### config.mk
export PLATFORM = sky130hd
export DESIGN_NAME = crc_dec_serial_flat
export DESIGN_NICKNAME = d
export VERILOG_FILES = /design/src/rtl/crc_dec_serial_pkg.sv /design/src/rtl/crc_dec_serial_if.sv /design/src/rtl/crc_dec_serial_lfsr_step.sv /design/src/rtl/crc_dec_serial.sv /design/src/flat_wrapper.sv
export SDC_FILE = /design/constraint.sdc
export NUM_CORES = 1
export LEC_CHECK = 0
export ABC_CLOCK_PERIOD_IN_PS = 1700
export CAP_MARGIN = 20
export CELL_PAD_IN_SITES_DETAIL_PLACEMENT = 0
export CELL_PAD_IN_SITES_GLOBAL_PLACEMENT = 1
export CORE_MARGIN = 1.5
export CORE_UTILIZATION = 38
export DETAILED_ROUTE_END_ITERATION = 8
export GPL_TIMING_DRIVEN = 0
export PLACE_DENSITY = 0.85
export SLEW_MARGIN = 20
export SYNTH_ARGS = -nofsm -noshare
export SYNTH_HDL_FRONTEND = slang
export SYNTH_SLANG_ARGS = --single-unit
export TNS_END_PERCENT = 20
### constraint.sdc
create_clock -name clk -period 1.7 [get_ports clk]
set_input_delay 0.255 -clock clk [delete_from_list [all_inputs] [get_ports clk]]
set_output_delay 0.255 -clock clk [all_outputs]
set_load 0.03 [all_outputs]
### src/rtl/crc_dec_serial_pkg.sv
// Shared constants and types for the serial CRC codec: default widths,
// codeword length, checker FSM states and the default generator polynomial.
package crc_pkg;

  localparam int DATA_W_DEF   = 8;
  localparam int CRC_W_DEF    = 3;
  localparam int ERRCNT_W_DEF = 8;
  localparam int CW_LEN       = DATA_W_DEF + CRC_W_DEF;

  localparam logic [0:CRC_W_DEF] DEF_DIVISOR = 4'b1011;

  typedef enum logic [1:0] {
    IDLE,
    SHIFT,
    DONE
  } state_e;

endpackage

### src/rtl/crc_dec_serial_if.sv
// Serial codeword input, result output and status bundle of the CRC checker.
// slave is the checker side, master is the link/consumer side.
interface crc_dec_serial_if
  import crc_pkg::*;
#(
  parameter int DATA_W   = DATA_W_DEF,
  parameter int CRC_W    = CRC_W_DEF,
  parameter int ERRCNT_W = ERRCNT_W_DEF
);

  logic [0:CRC_W]        divisor;
  logic                  in_valid;
  logic                  in_sof;
  logic                  in_bit;
  logic                  in_ready;
  logic                  out_valid;
  logic                  out_ready;
  logic [0:DATA_W-1]     data_out;
  logic [0:CRC_W-1]      syndrome;
  logic                  crc_err;
  logic [ERRCNT_W-1:0]   err_cnt;
  logic                  abort_pulse;

  modport master (
    output divisor, in_valid, in_sof, in_bit, out_ready,
    input  in_ready, out_valid, data_out, syndrome, crc_err, err_cnt, abort_pulse
  );

  modport slave (
    input  divisor, in_valid, in_sof, in_bit, out_ready,
    output in_ready, out_valid, data_out, syndrome, crc_err, err_cnt, abort_pulse
  );

endinterface

### src/rtl/crc_dec_serial_lfsr_step.sv
// One bit of polynomial long division: shift b into the remainder and
// subtract (xor) the generator taps when the bit shifted out is set.
module crc_lfsr_step #(
  parameter int CRC_W = 3
) (
  input  logic [0:CRC_W-1] r_i,
  input  logic             b_i,
  input  logic [0:CRC_W-1] taps_i,
  output logic [0:CRC_W-1] r_next_o
);

  assign r_next_o = {r_i[1:CRC_W-1], b_i} ^ (r_i[0] ? taps_i : '0);

endmodule

### src/rtl/crc_dec_serial.sv
// Bit-serial CRC checker: takes an MSB-first codeword one bit per cycle and
// returns data, syndrome and error flag one cycle after the last bit, held until handshaken.
module crc_dec_serial
  import crc_pkg::*;
#(
  parameter int DATA_W   = DATA_W_DEF,
  parameter int CRC_W    = CRC_W_DEF,
  parameter int ERRCNT_W = ERRCNT_W_DEF
) (
  input logic             clk,
  input logic             rst,
  crc_dec_serial_if.slave bus
);

  localparam int CW_LEN_L = DATA_W + CRC_W;
  localparam int CNT_W    = $clog2(CW_LEN_L + 1);

  state_e                state_q, state_d;
  logic [0:CRC_W-1]      lfsr_q, lfsr_d;
  logic [0:DATA_W-1]     data_q, data_d;
  logic [CNT_W-1:0]      cnt_q, cnt_d;
  logic [0:CRC_W]        div_q, div_d;
  logic                  ovld_q, ovld_d;
  logic [0:DATA_W-1]     dout_q, dout_d;
  logic [0:CRC_W-1]      syn_q, syn_d;
  logic                  err_q, err_d;
  logic [ERRCNT_W-1:0]   errcnt_q, errcnt_d;
  logic                  abort_q, abort_d;

  logic                  in_ready;
  logic                  acc;
  logic                  start;
  logic [0:CRC_W-1]      step_r;
  logic [0:CRC_W-1]      step_next;
  logic                  unused_div_msb;

  // The generator MSB is implicitly 1; only the lower taps are ever applied.
  assign unused_div_msb = div_q[0];

  assign in_ready = ~rst & (state_q != DONE);
  assign acc      = bus.in_valid & in_ready;
  assign start    = acc & bus.in_sof;

  // A new frame divides from an all-zero remainder, so the tap source is moot.
  assign step_r = start ? '0 : lfsr_q;

  crc_lfsr_step #(.CRC_W(CRC_W)) u_step (
    .r_i      (step_r),
    .b_i      (bus.in_bit),
    .taps_i   (div_q[1:CRC_W]),
    .r_next_o (step_next)
  );

  always_ff @(posedge clk or posedge rst) begin
    if (rst) begin
      state_q  <= IDLE;
      lfsr_q   <= '0;
      data_q   <= '0;
      cnt_q    <= '0;
      div_q    <= '0;
      ovld_q   <= 1'b0;
      dout_q   <= '0;
      syn_q    <= '0;
      err_q    <= 1'b0;
      errcnt_q <= '0;
      abort_q  <= 1'b0;
    end else begin
      state_q  <= state_d;
      lfsr_q   <= lfsr_d;
      data_q   <= data_d;
      cnt_q    <= cnt_d;
      div_q    <= div_d;
      ovld_q   <= ovld_d;
      dout_q   <= dout_d;
      syn_q    <= syn_d;
      err_q    <= err_d;
      errcnt_q <= errcnt_d;
      abort_q  <= abort_d;
    end
  end

  always_comb begin
    state_d  = state_q;
    lfsr_d   = lfsr_q;
    data_d   = data_q;
    cnt_d    = cnt_q;
    div_d    = div_q;
    ovld_d   = ovld_q;
    dout_d   = dout_q;
    syn_d    = syn_q;
    err_d    = err_q;
    errcnt_d = errcnt_q;
    abort_d  = 1'b0;

    if (start) begin
      // Start of frame wins in SHIFT too: the partial frame is dropped.
      div_d              = bus.divisor;
      lfsr_d             = step_next;
      data_d             = '0;
      data_d[DATA_W-1]   = bus.in_bit;
      cnt_d              = CNT_W'(1);
      abort_d            = (state_q == SHIFT);
      state_d            = SHIFT;
    end else begin
      unique case (state_q)
        IDLE: begin
        end
        SHIFT: begin
          if (acc) begin
            lfsr_d = step_next;
            cnt_d  = cnt_q + 1'b1;
            if (cnt_q < CNT_W'(DATA_W)) begin
              data_d = {data_q[1:DATA_W-1], bus.in_bit};
            end
            if (cnt_q == CNT_W'(CW_LEN_L - 1)) begin
              syn_d   = step_next;
              dout_d  = data_q;
              err_d   = |step_next;
              ovld_d  = 1'b1;
              cnt_d   = '0;
              state_d = DONE;
            end
          end
        end
        DONE: begin
          if (ovld_q && bus.out_ready) begin
            ovld_d  = 1'b0;
            state_d = IDLE;
            if (err_q && !(&errcnt_q)) begin
              errcnt_d = errcnt_q + 1'b1;
            end
          end
        end
        default: state_d = IDLE;
      endcase
    end
  end

  assign bus.in_ready    = in_ready;
  assign bus.out_valid   = ovld_q;
  assign bus.data_out    = dout_q;
  assign bus.syndrome    = syn_q;
  assign bus.crc_err     = err_q;
  assign bus.err_cnt     = errcnt_q;
  assign bus.abort_pulse = abort_q;

endmodule

### src/flat_wrapper.sv
// flat-port wrapper written by rule: the top's interface ports become plain ports
module crc_dec_serial_flat import crc_pkg::*;
#(
  parameter int DATA_W   = DATA_W_DEF,
  parameter int CRC_W    = CRC_W_DEF,
  parameter int ERRCNT_W = ERRCNT_W_DEF
)
  (clk, rst, bus_divisor, bus_in_valid, bus_in_sof, bus_in_bit, bus_out_ready, bus_in_ready, bus_out_valid, bus_data_out, bus_syndrome, bus_crc_err, bus_err_cnt, bus_abort_pulse);
  crc_dec_serial_if #(.DATA_W(DATA_W), .CRC_W(CRC_W), .ERRCNT_W(ERRCNT_W)) bus_i ();
  input logic clk;
  input logic rst;
  input wire logic [$bits(bus_i.divisor)-1:0] bus_divisor;
  input wire logic [$bits(bus_i.in_valid)-1:0] bus_in_valid;
  input wire logic [$bits(bus_i.in_sof)-1:0] bus_in_sof;
  input wire logic [$bits(bus_i.in_bit)-1:0] bus_in_bit;
  input wire logic [$bits(bus_i.out_ready)-1:0] bus_out_ready;
  output wire logic [$bits(bus_i.in_ready)-1:0] bus_in_ready;
  output wire logic [$bits(bus_i.out_valid)-1:0] bus_out_valid;
  output wire logic [$bits(bus_i.data_out)-1:0] bus_data_out;
  output wire logic [$bits(bus_i.syndrome)-1:0] bus_syndrome;
  output wire logic [$bits(bus_i.crc_err)-1:0] bus_crc_err;
  output wire logic [$bits(bus_i.err_cnt)-1:0] bus_err_cnt;
  output wire logic [$bits(bus_i.abort_pulse)-1:0] bus_abort_pulse;
  assign bus_i.divisor = bus_divisor;
  assign bus_i.in_valid = bus_in_valid;
  assign bus_i.in_sof = bus_in_sof;
  assign bus_i.in_bit = bus_in_bit;
  assign bus_i.out_ready = bus_out_ready;
  assign bus_in_ready = bus_i.in_ready;
  assign bus_out_valid = bus_i.out_valid;
  assign bus_data_out = bus_i.data_out;
  assign bus_syndrome = bus_i.syndrome;
  assign bus_crc_err = bus_i.crc_err;
  assign bus_err_cnt = bus_i.err_cnt;
  assign bus_abort_pulse = bus_i.abort_pulse;
  crc_dec_serial #(.DATA_W(DATA_W), .CRC_W(CRC_W), .ERRCNT_W(ERRCNT_W)) u_core (.clk(clk), .rst(rst), .bus(bus_i));
endmodule
# Word-level counts from Yosys, hierarchy flattened
# Index checks and enable logic that the tools add are counted.
# totals
ff_bits	42
input_bits	10
wordCells	70
# classes
addsub	2
n_lt_le_gt_ge	1
n_eq_ne	11
n_mux	23
bitwise_logic	6
n_reduce_logical	16
# ops
operator	count
two-way mux 8 bit	4
two-way mux 4 bit	4
two-way mux 3 bit	5
AND reduction 4 bit	3
adder 8 x 1 -> 8 bit (second input constant)	1
two-way mux 2 bit	4
AND reduction 8 bit	1
nonzero test 2 bit	4
!= test 2 x 1 -> 1 bit (second input constant)	3
!= test 3 x 1 -> 1 bit (second input constant)	2
case mux 2 bit (3 select lines)	1
AND reduction 5 bit	1
adder 4 x 1 -> 4 bit (second input constant)	1
equality test 4 bit (second input constant)	1
less-than comparator 4 bit (second input constant)	1
two-way mux 1 bit	4
!= test 2 bit (second input constant)	2
bitwise AND 1 bit	3
!= test 3 x 2 -> 1 bit (second input constant)	1
AND reduction 3 bit	1
OR reduction 3 bit	1
bitwise XOR 3 bit	1
equality test 2 x 1 -> 1 bit (second input constant)	1
equality test 2 bit (second input constant)	1
other kinds (6)	8

# Logic depth before layout (Yosys ltp)
# logic_depth
depth_word	10
mapped_depth	9
depth_no_buf	6

# Hierarchy
# From an unflattened synthesis, not the netlist that was laid out.
# unflattened
hier_cells	160
hier_area_um2	1995.7
# by_module_without_submodules
mod	n_inst	cells_per_inst	area_per_inst_um2	seq_area_each_um2
crc_dec_serial	1	154	1958.1	1051.0
crc_lfsr_step	1	6	37.5	0.0

# Worst setup path after synthesis
# OpenSTA, ideal clock, no wires.
# synth_path
path_kind	register -> register
start	register u_core.errcnt_q[0], in the netlist u_core.bus.err_cnt[0]
end	register u_core.errcnt_q[1], in the netlist u_core.bus.err_cnt[1]
setup_time_ps	125
arrival_time_ps	1787
t_required_ps	1575
path_slack_ps	-211
stages_incl_launch_ff	6
n_path_buf	0
synth_period_minus_slack_ps	1911
path_cell_list	dfrtp_1 ha_1 and2_1 and4_1 a31oi_4 mux2_2
# synth_between
elab_chain_len	4
word_cells_on_any_way	5
classes_between	add/sub (1); reduce/logical (4)
# synth_lines
element	line_no	rtl
start: declaration	crc_dec_serial.sv:27	logic [ERRCNT_W-1:0] errcnt_q, errcnt_d;
start signal: assignment	crc_dec_serial.sv:77	errcnt_q <= errcnt_d;
parallel branches: the longest is 4 deep, another holds adder 8 x 1 -> 8 bit	-	
# Parallel ways; which one is timed is not known.
# A chain may end at the register's enable or synchronous reset.

# Worst setup path after layout
# Ends and elaborated chain as after synthesis.

==> results.md <==
* Share of the yosys chip area belonging to registers at 0.520
* Final nets at 232
* Largest net degree at the start of global routing at 34
* Slowest stage cell, crit path: dfrtp_2
* Clk_lat worst skew at 0.30 ns
* CTS tree: yes
* Number of H-tree levels at 2
* Vias per inst at 4.96
* Slowest cell delay on critical path at 0.45 ns
* Multi-input logic area at 970 um^2
* IO Port Bufs at 31
* Setup crit start kind: flop
* Status: finished with violations
* Dpl hpwl at 2.70 mm
* Antenna viol nets, final at 0
* Core area at 5110 um^2
* Netlist Area Pre-Place at 2020 um^2
* Achievable Freq at 594 MHz
* Syn. warnings at 0
* Max-slew headroom at 0.773
* Synth async-reset ratio at 1.00
* CTS Buf Count at 5
* Critical Path RT at 1.88 ns
* Pin slew with the least headroom to its limit at 0.340 ns
* First-pass GRT wire length at 6.78 mm
* CP Class: flop to flop
* Final worst path period share at 0.990
* WL per Instance at 13.6 um
* Die height at 75.9 um
* Syn Inst Count at 173
* Setup Skew at 0.00854 ns
* Post-synthesis cell type count at 46
* # setup viols final at 0
* Syn Area/Cell at 11.7 um^2
* Maximum vdd drop at 0.414 mV
* Seq cells post-synth at 42
* GRT Util Overall at 0.147
* Clock root cell: clkbuf_8
* Class of the worst hold path: input port to async pin
* Initial antenna violation count at 0
* Post-Syn Nets at 186
* Die area at 5770 um^2
* Final wirelength at 3.93 mm
* Hold bufs inserted after CTS at 0
* Hold slack at -0.00574 ns
* Remaining Overflow, GRT at 0
* Ratio of cells with drive above 1 in the final layout at 0.245
* Ant diodes at 0
* Initial Util at 0.396
* Most frequent cells in the layout: dfrtp_1, clkdlybuf4s50_1, nand2_1
* Pre-CTS setup slack at -0.518 ns
* Critical Path Fanout Max at 6
* DRC Markers at 0
* Most common cell after layout, fill and taps aside: dfrtp_1
* P_leak at 1.32 nW
* Fillcell total at 466
* Routability congestion estimate at 0.760
* Max-cap violations at 0
* Final non-filler cell total at 290
* EDFF count, synth at 0
* Area Growth Syn to Fin at 32.0%
* Final worst setup slack at 0.0168 ns
* Pins Over Slew Limit at 0
* Core Rows at 26
* Power density over cell area at 645 nW/um^2
* Worst path arrival time at 1.87 ns
* Vias in the first global route at 1,416
* Tmin final at 1.68 ns
* First-pass DRT Iterations at 4
* Placed Instances at 275
* Deepest clock path buffer count at 2
* Clock transition at path regs at 0.08 ns
* Register area at 1060 um^2
* Clock sinks at 42
* Die width at 75.9 um
* Initial DRC Count at 38
* Worst path cell trace: ha_4 > and2_4 > and4_4 > a31oi_4 > mux2_4
* Final-report hold violation count at 6
* RSZ-0062 raised after global routing: true
* Vias at 1,439
* Failing checks: negative hold slack
* Crit end category: flop
* Top-Level Pins at 33
* Prevailing post-synth register cell: dfrtp_1
what timing repair did:
action	4_1_cts	5_1_grt
pin swaps	0	4
endpoints found under the setup margin	16	24
resized for setup	12	12
buffers inserted	4	4
logic make-up after synthesis:
kind of cell    share of synthesized area
mux                                 0.116
flops                               0.520
simple gates                        0.186
compound gates                     0.0817
buf+inv                            0.0297
xor+xnor                           0.0433
fa+ha+maj                          0.0235
metal layers:
layer / wire, um / track usage / up-vias
li1: - / - / 699
met1: 1820 / 0.183 / 698
met2: 1840 / 0.238 / 33
met3: 171 / 0.0325 / 9
met4: 102 / 0.0833 / 0
met5: 0 / 0 / -
path summary, 6_finish.rpt:
path                                       start                endpoint  slack, ns  depth (start not counted)
setup / recovery           u_core.bus.err_cnt[0]   u_core.bus.err_cnt[1]       0.02                          5
hold / removal                               rst  u_core.bus.abort_pulse     -0.006                          2
setup reg to reg           u_core.bus.err_cnt[0]   u_core.bus.err_cnt[1]       0.02                          5
hold reg to reg                  u_core.div_q[3]         u_core.div_q[3]       0.49                          2
max in group asynchronous                    rst       u_core.state_q[0]       1.26                          3
min in group clk                      bus_in_sof  u_core.bus.abort_pulse       0.36                          2
stage by stage:
stage	hold WS (ns)	TNS [ns]	total power, mW	utilization	area, um^2
finish	-0.00574	0	1.72	0.523	2670
global route	0.0222	-0.207	1.79	0.523	2670
detailed placement	0.473	-9.04	1.08	0.481	2460
global placement	0.469	-31.71	1.07	0.477	2440
CTS	0.332	-0.00346	1.73	0.509	2600
floorplan	0.360	-0.00179	1.04	-	2040
state kept, by name, indices dropped and copies added (netlist names):
| register | count |
|---|---|
| u_core.data_q | 8 |
| u_core.bus.abort_pulse | 1 |
| u_core.cnt_q | 4 |
| u_core.bus.crc_err | 1 |
| u_core.bus.syndrome | 3 |
| u_core.bus.err_cnt | 8 |
| u_core.state_q | 2 |
| u_core.bus.out_valid | 1 |
| u_core.div_q | 3 |
| u_core.lfsr_q | 3 |
| u_core.bus.data_out | 8 |
area by class of cell:
class / instances / area share
flip-flops and latches: 42 / 0.396
well taps: 70 / 0.0328
clock inverters: 1 / 0.00188
multi-input cells: 122 / 0.363
repair buffers: 40 / 0.151
inverters: 4 / 0.00563
clock buffers: 7 / 0.0323
plain buffers: 4 / 0.0169
report_power, final:
group	leakage, nW	switching, mW	internal [mW]
sequential	0.566	0	0.998
combinational	0.704	0.0341	0.0256
clock	0.0482	0.335	0.328
critical path, delay by kind of cell, from the launching register on:
kind / cells / cell delay, ns
AO/OA/AOI/OAI: 1 / 0.26
adder cells (fa/ha/maj): 1 / 0.17
AND/OR/NAND/NOR: 2 / 0.36
flip-flops: 1 / 0.45
multiplexers: 1 / 0.32
Yosys cell counts, types with 5 or more instances:
master / count / share of area
dfrtp_1: 42 / 0.52
nand2_1: 19 / 0.035
nor2_1: 15 / 0.028
a21oi_1: 7 / 0.017
mux2i_1: 7 / 0.035
o21ai_0: 7 / 0.017
nand3_1: 6 / 0.015
xnor2_1: 6 / 0.026
mux2_4: 5 / 0.037
No activity file was read; power rests on OpenSTA's default activity.
==> RTL change (config.mk and constraints unchanged) <==
Re-encode `state_e` (3 states) as one-hot, 3 bits wide.
--- a/src/rtl/crc_dec_serial_pkg.sv
+++ b/src/rtl/crc_dec_serial_pkg.sv
@@ -9,10 +9,10 @@
 
   localparam logic [0:CRC_W_DEF] DEF_DIVISOR = 4'b1011;
 
-  typedef enum logic [1:0] {
-    IDLE,
-    SHIFT,
-    DONE
+  typedef enum logic [2:0] {
+    IDLE  = 3'b001,
+    SHIFT = 3'b010,
+    DONE  = 3'b100
   } state_e;
 
 endpackage
Check against the original RTL: same outputs for any inputs over 10 cycles, from zero or initial values and one cycle with rst high; not proved beyond that.
==> RTL change against the unedited design <==
- the run ends with negative setup slack left
- cell count grew 7.2%
- non-clock buffer count grew 3
- sequential cell count grew 1
- via count grew 8.0%
- final area grew 3.4%
- routed wire length grew 5.7%
- die area grew 0.88%
- setup slack lost 0.18 ns
- count of clock-buffer cells in the layout is the same
- area after synthesis grew 0.93%
Power is not compared: it rests on default switching activity, and its combinational part moved more than twofold at a synthesized area within 25%.
==> RTL change: results (changes against the unedited design) <==
* Outcome: finished, violations left
- Violations in the final reports: negative setup slack
- The worst relative slew slack came to 0.677 (-0.0959).
- Layout fillers: 475 (+1.9%)
- The met2 layer usage reported by global route came to 0.270 (+0.0318).
- Synthesized netlist net count: 205 (+10%)
* Maximum number of pins on one net before global-route repair: 24 (-29%)
- Deepest clock path buffer count: 2 (unchanged)
- Final Non-Filler Cells: 311 (+7.2%)
* Share of the synthesized area in compound gates (AO/OA/AOI/OAI): 0.122 (+0.0403)
- The global-route wire length before repair was 7.58 mm (+12%).
* Vias in the first global route: 1588 (+12%)
- Number of vias per cell after detailed routing: 5.00 (+0.70%)
- The overall routing resource usage was 0.165 (+0.0179).
- The xor and xnor fraction of the mapped netlist area came to 0.0300 (-0.0133).
- The post-route clock skew is 0.00669 ns (-0.00184 ns).
- Routed length on met1: 2.00 mm (+9.8%)
* Top cell types by occurrence after synthesis: 42 x sky130_fd_sc_hd__dfrtp_1, 22 x sky130_fd_sc_hd__nand2_1, 16 x sky130_fd_sc_hd__a21oi_1
- Placer congestion estimate: 0.790 (+4.0%)
* Met3 Wirelength: 135 um (-21%)
- Ranked by total cell area, the synthesized netlist is headed by sky130_fd_sc_hd__dfrtp_1 52%, sky130_fd_sc_hd__mux2_2 8.3%, sky130_fd_sc_hd__nand2_1 4.0%.
- The number of nets in the final layout is 253 (+9.1%).
- Met2 wire len: 1.96 mm (+6.4%)
* Fraction of final layout cells with drive strength greater than 1: 0.228 (-0.0172)
* Reg2Reg Capture Point: u_core.bus.data_out[3]
- The global-route met3 utilization was 0.0359 (+0.00340).
* Instance count after placement with tap cells included: 294 (+6.9%)
* Share of the yosys chip area belonging to registers: 0.528 (+0.00810)
- The final setup violation count is 13 (+13).
- DPL Wire Length: 2.82 mm (+4.5%)
- The maximum fanout along the worst path was 5 (-1).
* Setup WS post-layout: -0.166 ns (-0.183 ns)
- Worst reg2reg path startpoint: u_core.state_q[0]
- Worst path arrival time: 2.05 ns (+0.18 ns)
* Worst reg2reg path depth: 4 (-1)
* Mux contribution to synthesized area: 0.0999 (-0.0164)
* Final wirelength: 4.16 mm (+5.7%)
## RTL change: cell types whose count changed in the layout (fill, tap and decap cells not counted), moves of 4 or more
| cell | unedited run | this run |
|---|---|---|
| sky130_fd_sc_hd__o21ai_0 | 7 | 11 |
| sky130_fd_sc_hd__nand3b_1 | 0 | 4 |
| sky130_fd_sc_hd__a21oi_1 | 7 | 15 |
| sky130_fd_sc_hd__mux2_2 | 3 | 8 |
| sky130_fd_sc_hd__dfrtp_2 | 4 | 0 |
| sky130_fd_sc_hd__mux2_1 | 4 | 0 |
| sky130_fd_sc_hd__dfrtp_1 | 38 | 42 |
| sky130_fd_sc_hd__mux2i_1 | 7 | 2 |
## RTL change: how the worst max path moves through the flow
stage                                 start  cells after the start                      to
after floorplan           u_core.state_q[1]                      4  u_core.bus.data_out[0]
after global placement                  rst                      5  u_core.bus.data_out[0]
after detailed placement                rst                      5  u_core.bus.data_out[0]
after CTS                 u_core.state_q[1]                      4  u_core.bus.data_out[3]
after global routing      u_core.state_q[1]                      4  u_core.bus.data_out[2]
final                     u_core.state_q[0]                      4  u_core.bus.data_out[3]
## RTL change: layout make-up
class,count,area (um2),area share
Clock inverter,1,7.51,0.00272
Timing Repair Buffer,41,424,0.154
Buffer,6,48.8,0.0177
Clock buffer,7,96.3,0.0349
Tap cell,70,87.6,0.0317
Sequential cell,43,1080,0.390
Inverter,6,22.5,0.00816
Multi-Input combinational cell,137,995,0.361
## RTL change: metrics by stage
step	total power, mW	area [um2]	TNS [ns]	hold WS, ns	utilization
finish	2.00	2760	-1.50	0.378	0.537
global route	2.10	2760	-2.53	0.464	0.537
CTS	2.02	2690	-1.20	0.391	0.523
detailed placement	1.29	2470	-15.45	0.494	0.480
global placement	1.28	2440	-38.20	0.488	0.475
floorplan	1.22	2040	-1.27	0.340	-
## RTL change: kinds of logic after synthesis
logic type | count (synthesis)
AND/OR/NAND/NOR | 69
AO/OA/AOI/OAI | 40
adder cells (fa/ha/maj) | 3
multiplexers | 18
XOR/XNOR | 7
buffers and inverters | 12
flip-flops | 43
## RTL change: worst max-delay path: stages, from the launching register on
cell,delay [ns]
sky130_fd_sc_hd__dfstp_2,0.41
sky130_fd_sc_hd__or3b_4,0.44
sky130_fd_sc_hd__a2111oi_4,0.38
sky130_fd_sc_hd__buf_4,0.23
sky130_fd_sc_hd__mux2_4,0.30
## RTL change: repair_timing
action,in CTS,in global routing
gates resized for setup,25,17
buffers inserted,6,3
setup endpoints to repair,33,41
pin swaps,3,2
## RTL change: where the power goes
group          switching (mW)  leakage, nW  total, mW  internal, mW
clock network           0.353       0.0505      0.723         0.370
registers              0.0368        0.571       1.10          1.06
logic                  0.0924        0.629      0.185        0.0927
